--- config.mk ---
export PLATFORM = sky130hd
export DESIGN_NAME = rip_fetch_pc_gen
export DESIGN_NICKNAME = d
export VERILOG_FILES = /design/src/rtl/rip_fetch_pc_gen.sv
export SDC_FILE = /design/constraint.sdc
export NUM_CORES = 1
export LEC_CHECK = 0
export BUFFER_PORTS_ARGS = -buffer_cell sky130_fd_sc_hd__buf_2
export CORE_MARGIN = 2
export CORE_UTILIZATION = 60
export DETAILED_ROUTE_END_ITERATION = 8
export MAX_ROUTING_LAYER = met4
export PLACE_DENSITY = 0.78
export SLEW_MARGIN = 20
export SYNTH_ARGS = -nofsm -noshare
export SYNTH_HDL_FRONTEND = slang
export SYNTH_SLANG_ARGS = --single-unit
--- constraint.sdc ---
create_clock -name clk -period 8.55 [get_ports clk]
set_clock_uncertainty 0.2 [all_clocks]
set_input_delay 1.2825 -clock clk [delete_from_list [all_inputs] [get_ports clk]]
set_output_delay 1.2825 -clock clk [all_outputs]
set_load 0.01 [all_outputs]
--- src/rtl/rip_fetch_pc_gen.sv ---
// -----------------------------------------------------------------------------
// rip_fetch_pc_gen
//
// Fetch program-counter generator with a direct-mapped branch target buffer.
// The next fetch address is chosen combinationally from a redirect, a stall,
// a BTB-confirmed taken prediction, or sequential pc + 4. It is presented on
// pc_next so the branch predictor's BRAM can start its read. The registered
// pc then lines up with the predictor's 1-cycle-late 'pred' answer.
//
// Ports
//   clk          in   1   clock, all state changes on posedge
//   rstn         in   1   synchronous active-low reset
//   stall        in   1   hold the current fetch pc
//   redirect     in   1   replace the fetch pc with redirect_pc
//   redirect_pc  in  32   corrected fetch address (low 2 bits dropped)
//   pred         in   1   predictor taken bit, aligned with pc
//   btb_we       in   1   write a BTB entry
//   btb_wpc      in  32   branch pc to record
//   btb_wtarget  in  32   branch target to record (low 2 bits dropped)
//   pc_next      out 32   combinational next fetch pc (to predictor)
//   pc           out 32   registered current fetch pc
//   fetch_valid  out  1   pc is a valid fetch this cycle
//   pred_taken   out  1   fetch at pc predicted taken with a BTB hit
//   pred_target  out 32   BTB target for pc (0 on miss)
//   bp_update    out  1   predictor update strobe (fetch_valid & ~stall)
// -----------------------------------------------------------------------------
module rip_fetch_pc_gen #(
   parameter logic [31:0] RESET_PC       = 32'h0000_0000,
   parameter int          BTB_INDEX_BITS = 4
) (
   input  logic        clk,
   input  logic        rstn,
   input  logic        stall,
   input  logic        redirect,
   input  logic [31:0] redirect_pc,
   input  logic        pred,
   input  logic        btb_we,
   input  logic [31:0] btb_wpc,
   input  logic [31:0] btb_wtarget,
   output logic [31:0] pc_next,
   output logic [31:0] pc,
   output logic        fetch_valid,
   output logic        pred_taken,
   output logic [31:0] pred_target,
   output logic        bp_update
);

   localparam int ENTRIES = 1 << BTB_INDEX_BITS;
   localparam int TAG_W   = 32 - BTB_INDEX_BITS - 2;

   typedef enum logic {
      PRIME = 1'b0,
      FETCH = 1'b1
   } state_t;

   state_t      state_reg;
   state_t      state_next;
   logic [31:0] pc_reg;

   // ---------------------------------------------------------------------
   // Branch target buffer: valid bits are reset, tag/target storage is not.
   // ---------------------------------------------------------------------
   logic [ENTRIES-1:0]        valid_vec;
   logic [TAG_W-1:0]          tag_mem    [ENTRIES];
   logic [31:0]               target_mem [ENTRIES];

   logic [BTB_INDEX_BITS-1:0] rd_idx;
   logic [TAG_W-1:0]          rd_tag;
   logic [BTB_INDEX_BITS-1:0] wr_idx;
   logic [TAG_W-1:0]          wr_tag;
   logic                      btb_hit;
   logic [31:0]               btb_target;

   assign rd_idx = pc_reg[BTB_INDEX_BITS+1:2];
   assign rd_tag = pc_reg[31:BTB_INDEX_BITS+2];
   assign wr_idx = btb_wpc[BTB_INDEX_BITS+1:2];
   assign wr_tag = btb_wpc[31:BTB_INDEX_BITS+2];

   genvar gi;
   generate
      for (gi = 0; gi < ENTRIES; gi++) begin : g_valid
         logic valid_reg;

         always_ff @(posedge clk) begin
            if (!rstn) begin
               valid_reg <= 1'b0;
            end else if (btb_we && (wr_idx == BTB_INDEX_BITS'(gi))) begin
               valid_reg <= 1'b1;
            end
         end

         assign valid_vec[gi] = valid_reg;
      end
   endgenerate

   // A write during reset is dropped so a stale tag never pairs with a
   // freshly cleared valid bit.
   always_ff @(posedge clk) begin
      if (rstn && btb_we) begin
         tag_mem[wr_idx]    <= wr_tag;
         target_mem[wr_idx] <= {btb_wtarget[31:2], 2'b00};
      end
   end

   // Lookup is asynchronous on the registered pc; a same-cycle write to the
   // same index only becomes visible after the edge.
   assign btb_hit    = valid_vec[rd_idx] & (tag_mem[rd_idx] == rd_tag);
   assign btb_target = target_mem[rd_idx];

   // ---------------------------------------------------------------------
   // Outputs derived directly from state and lookup
   // ---------------------------------------------------------------------
   assign fetch_valid = rstn & (state_reg == FETCH);
   assign pred_taken  = fetch_valid & pred & btb_hit;
   assign pred_target = (rstn && btb_hit) ? btb_target : 32'h0000_0000;
   assign bp_update   = fetch_valid & ~stall;
   assign pc          = pc_reg;

   // ---------------------------------------------------------------------
   // Next-state and next-pc selection
   // ---------------------------------------------------------------------
   always_comb begin
      state_next = state_reg;
      pc_next    = RESET_PC;

      if (!rstn) begin
         state_next = PRIME;
      end else begin
         case (state_reg)
            PRIME: begin
               // One dead cycle so the predictor's BRAM has RESET_PC
               // loaded before the first real fetch.
               state_next = FETCH;
            end
            FETCH: begin
               if (redirect) begin
                  pc_next = {redirect_pc[31:2], 2'b00};
               end else if (stall) begin
                  // Re-present pc so the predictor output stays aligned.
                  pc_next = pc_reg;
               end else if (pred_taken) begin
                  pc_next = btb_target;
               end else begin
                  pc_next = pc_reg + 32'd4;
               end
            end
            default: begin
               state_next = PRIME;
            end
         endcase
      end
   end

   always_ff @(posedge clk) begin
      if (!rstn) begin
         state_reg <= PRIME;
         pc_reg    <= RESET_PC;
      end else begin
         state_reg <= state_next;
         pc_reg    <= pc_next;
      end
   end

endmodule

== After elaboration in Yosys (flattened, before gate mapping) ==
Memory sizes are Yosys's and may differ from the RTL's. A register that Yosys moved wholly into a read port is not among the register bits.
Cells that the tools add are included.

* Memories: 2
* Memory bits (writable): 896
* Input port bits: 102
* Register bits: 49

* Reduce and logical (&&, ||, !) cells: 19
* $lt $le $gt $ge: 1
* Add/sub/neg operators: 1
* Bitwise gates (word level): 6
* Multiplexer cells: 13
* Equal/unequal tests: 16

{| class="wikitable"
|+ Memories
! name !! depth !! bits a word !! rd ports !! clocked after memory_dff !! write ports !! line !! RTL
|-
| target_mem || 16 || 30 || 1 || 1 || 1 || 65 || <nowiki>logic [31:0] target_mem [ENTRIES];</nowiki>
|-
| tag_mem || 16 || 26 || 1 || 1 || 1 || 64 || <nowiki>logic [TAG_W-1:0] tag_mem [ENTRIES];</nowiki>
|}

{| class="wikitable"
|+ Operator list
! cell !! count
|-
| $mux W32 || 6
|-
| $add A32 B3 Y32 const B || 1
|-
| $eq A4 B4 Y1 const B || 8
|-
| $eq A26 B26 Y1 || 1
|-
| $logic_and A1 B1 Y1 || 18
|-
| $eq A4 B3 Y1 const B || 4
|-
| $eq A4 B2 Y1 const B || 2
|-
| $mux W4 || 2
|-
| $and A1 B1 Y1 || 5
|-
| $lt A4 B5 Y1 const B || 1
|-
| $bmux W1 S4 || 1
|-
| $eq A4 B1 Y1 const B || 1
|-
| $logic_not A4 Y1 || 1
|-
| $mux W1 || 4
|-
| $not A1 Y1 || 1
|}

== Longest topological paths before layout ==
* Depth after elaboration: 10
* Mapped depth: 17
* Gate-level depth less buffers: 10

== Least setup slack after synthesis ==
OpenSTA, ideal clock, no wires.

* Path type: input-to-reg
* From: in rstn
* To: mem tag_mem[3][0] (netlist bit) (enable)
* Setup slack: 2.176 ns
* Arrival time: 5.632 ns
* Required time: 7.808 ns
* Cell stages on the path: 3
* Path through: clkbuf_1 -> nand4_1 -> nor3_1

* Word-level cells in the longest chain between the ends: 3

{| class="wikitable"
|+ RTL lines
! what !! line !! RTL
|-
| start, declared || 32 || <nowiki>input logic rstn,</nowiki>
|-
| $logic_and A1 B1 Y1 || 99 || <nowiki>if (rstn && btb_we) begin</nowiki>
|-
| $mux W1 || 99 ||
|-
| $mux W1 (implied by the code) || 100 || <nowiki>tag_mem[wr_idx] <= wr_tag;</nowiki>
|-
| end, declared || 64 ||
|}

Every way passes these cells.

== Worst setup path in the final report ==
* From: reg pc_reg[2], in the netlist pc[2]
* To: out pc_next[7]

* Word-level cells in the longest chain between the ends: 9

{| class="wikitable"
|+ RTL lines
! what !! line !! RTL
|-
| start, declared || 58 || <nowiki>logic [31:0] pc_reg;</nowiki>
|-
| start signal, assigned || 160 || <nowiki>pc_reg <= pc_next;</nowiki>
|-
| branches (longest 4 deep; another with $add A32 B3 Y32) || -- ||
|-
| $mux W32 * || 141 || <nowiki>end else if (pred_taken) begin</nowiki>
|-
| $mux W32 * || 138 || <nowiki>end else if (stall) begin</nowiki>
|-
| $mux W32 * || 136 || <nowiki>if (redirect) begin</nowiki>
|-
| $mux W32 * || 129 || <nowiki>case (state_reg)</nowiki>
|-
| $mux W32 * || 126 || <nowiki>if (!rstn) begin</nowiki>
|-
| end, declared || 40 || <nowiki>output logic [31:0] pc_next,</nowiki>
|}

Mark *: on every way between the ends. The select of a mux whose other input is x is not followed.

==> impl_metrics.json <==
{
  "status": "finished clean",
  "cts_buffers": 93,
  "post_cts_resized": 0,
  "synth_async_sr_flop_share_pct": 0,
  "cts.sinks": 945,
  "cts_tree": "built",
  "grt_setup_unrepaired": "no",
  "areaGrowthSynthToFinish_pct": 13.59,
  "antenna_found_initial": 9,
  "crit_required_ps": 7070,
  "yosysWarnings": 0,
  "hpwlAfterDp_um": 58420,
  "synth_edf_count": 896,
  "cp_slowest_cell": "a211oi_1",
  "path_max_fanout": 44,
  "crit_path_start_kind": "flop",
  "drc": 0,
  "largest_reg_flops": 480,
  "cts.htree.levels": 3,
  "holdCritPathClass": "flop to flop",
  "rows": 92,
  "start_util_pct": 60.49,
  "dr.pass1.iters": 6,
  "syn_avg_cell_area_sq_um": 19.70,
  "maxSlewHeadroom_pct": 25.70,
  "synth_area_sq_um": 38020,
  "die_area_sq_um": 65390,
  "layout.nets": 2259,
  "via_per_inst": 6.947,
  "gp_congestion": 0.9948,
  "antenna_left": 0,
  "ys_types": 77,
  "slowest_delay_ps": 880,
  "io_pins": 201,
  "crit_type": "flop to output pin",
  "ctsHoldBuffers": 0,
  "portBuffers": 192,
  "num_vias": 21440,
  "core-area_sq_um": 62850,
  "grt_pass1_wl_um": 146400,
  "chipHeight_um": 255.7,
  "die_w_um": 255.7,
  "clockBufferDepth": 3,
  "utilization_pct": 68.71,
  "grt_max_degree": 73,
  "r2r_slack_ps": 3350,
  "p_leak_nw": 13.97,
  "ys_seq_elements": 945,
  "hold_slack_ps": 258.6,
  "hold_viol": 0,
  "dr.first_iter.drc_count": 3203,
  "ir_worst_vdd_mv": 0.1865,
  "path_delay_family": "compound AO/OA/AOI/OAI gates",
  "setup_viol": 0,
  "wl_per_cell_um": 32.98,
  "track_usage_pct": 32.31,
  "path_cells": "buf_12, mux4_1, mux4_2, xnor2_1, o2111ai_1, nor4_4, nand4_4, buf_4, a2bb2oi_2, o21ai_1, a211oi_1, buf_2",
  "fmax_mhz": 129.8,
  "cp_num_buf_inv": 3,
  "ys_seq_area_share_pct": 73.35,
  "ys.flop_type": "edfxtp_1",
  "maxCapViolCount": 0,
  "totalWireLength_um": 101800,
  "fin_tns_setup_ps": 0,
  "cts_setup_buffers": 0,
  "finalCriticalPeriod_ps": 7705,
  "worstMarginPinSlew_ps": 1104,
  "post-route-period-util_pct": 90.12,
  "drive_gt1_share_pct": 30.05,
  "grt-ovfl-total": 0,
  "arrival_ps": 6220,
  "grt_pass1_vias": 21450,
  "insertion_delay_ps": 660,
  "root_buffer": "clkbuf_16",
  "netlist_instances": 1930,
  "slew_violations": 0,
  "worstSetupEndpointType": "output pin",
  "cts.clk_slew.worst_paths_ps": 60,
  "pwr_density_cell_nw_per_um2": 227.7
}
## final cells by class
cell class	instances	area (sq um)
antenna	7	17.52
clock buffer	126	2638
clock inverter	46	526.8
fill	3868	19670
inverter	18	67.56
multi-input combinational	853	9578
sequential	945	27900
tap	846	1059
timing repair buffer	245	1396
## worst paths after layout
check,startpoint,cells after the start,endpoint
setup / recovery,pc[2],12,pc_next[7]
hold / removal,g_valid[7].valid_reg,1,g_valid[7].valid_reg
setup reg to reg,pc[2],10,pc[22]
hold reg to reg,g_valid[7].valid_reg,1,g_valid[7].valid_reg
## per-layer routing
metal / global-route usage (%) / wire [um] / vias up / share of wire (%)
met5: - / 0 / - / 0
li1: - / - / 8514 / -
met2: 47.94 / 47530 / 1690 / 47
met1: 42.22 / 35530 / 10960 / 35
met3: 9.923 / 14460 / 278 / 14
met4: 13.24 / 4256 / 0 / 4.2
## cells in the final DEF (no fill, tap or decap), types with 9 or more instances in the layout
cell type  count
a211oi_1      18
a21o_1        19
a21oi_1       24
a221oi_1       9
a22o_1        10
a22oi_1       27
a31oi_1       15
and2_1        36
and3_1        12
buf_2        192
buf_4         50
bufinv_16     10
clkbuf_1      20
clkbuf_16     98
clkinv_2      17
dfxtp_1       45
edfxtp_1     896
inv_1         17
mux2_2        19
mux2i_1       79
mux4_2       224
nand2_1       69
nand2b_1      10
nand3_1       23
nor2_1        36
nor2_4        12
nor2b_1        9
nor3_1        29
o21ai_0       21
o22ai_1       16
o31ai_1       12
xnor2_1       12
## synthesized netlist by cell type (15+ instances only)
cell      count  share of area [%]
edfxtp_1    896                 71
mux4_2      224                 13
mux2i_1      79                2.1
nand2_1      69               0.68
clkbuf_1     60               0.59
dfxtp_1      49                2.6
nor2_1       49               0.48
and2_1       36               0.59
nor3_1       33               0.43
a22oi_1      27               0.53
a21oi_1      24               0.32
buf_2        23               0.30
nand3_1      23               0.30
o21ai_0      21               0.28
a21o_1       19               0.38
mux2_2       19               0.56
a211oi_1     18               0.36
inv_1        17               0.17
o22ai_1      16               0.26
a31oi_1      15               0.25
## where the power goes
group	leakage (nW)	internal [mW]	switching [mW]
Sequential	8.47	5.12	0.0401
Combinational	3.96	0.190	0.300
Clock	1.54	2.47	1.71
Total	14.0	7.78	2.05
## through the flow
stage               instance area (sq um)  total power [mW]  std cells  setup WS (ps)
finish                              43180             9.831       3086          845.1
global route                        43180             10.06       3085          705.1
CTS                                 43170             9.845       3079           1063
detailed placement                  40000             5.733       2907           1809
global placement                    40000             5.715       2907           1872
floorplan                           38020             5.528       1931           2176
## cell families (layout without fill, tap and decap cells)
logic type | count (synthesis) | count (layout) | share of synthesized area [%]
DFF | 945 | 945 | 73.35
adders and majority gates | 1 | 1 | 0.03291
AOI/OAI and AO/OA | 232 | 232 | 4.572
buffers and inverters | 133 | 435 | 1.781
xor gates and xnor gates | 15 | 15 | 0.3456
muxes | 324 | 324 | 16.05
other | 1 | 9 | 0.009864
and+or+nand+nor | 279 | 279 | 3.854
No activity file was read; power rests on OpenSTA's default activity.
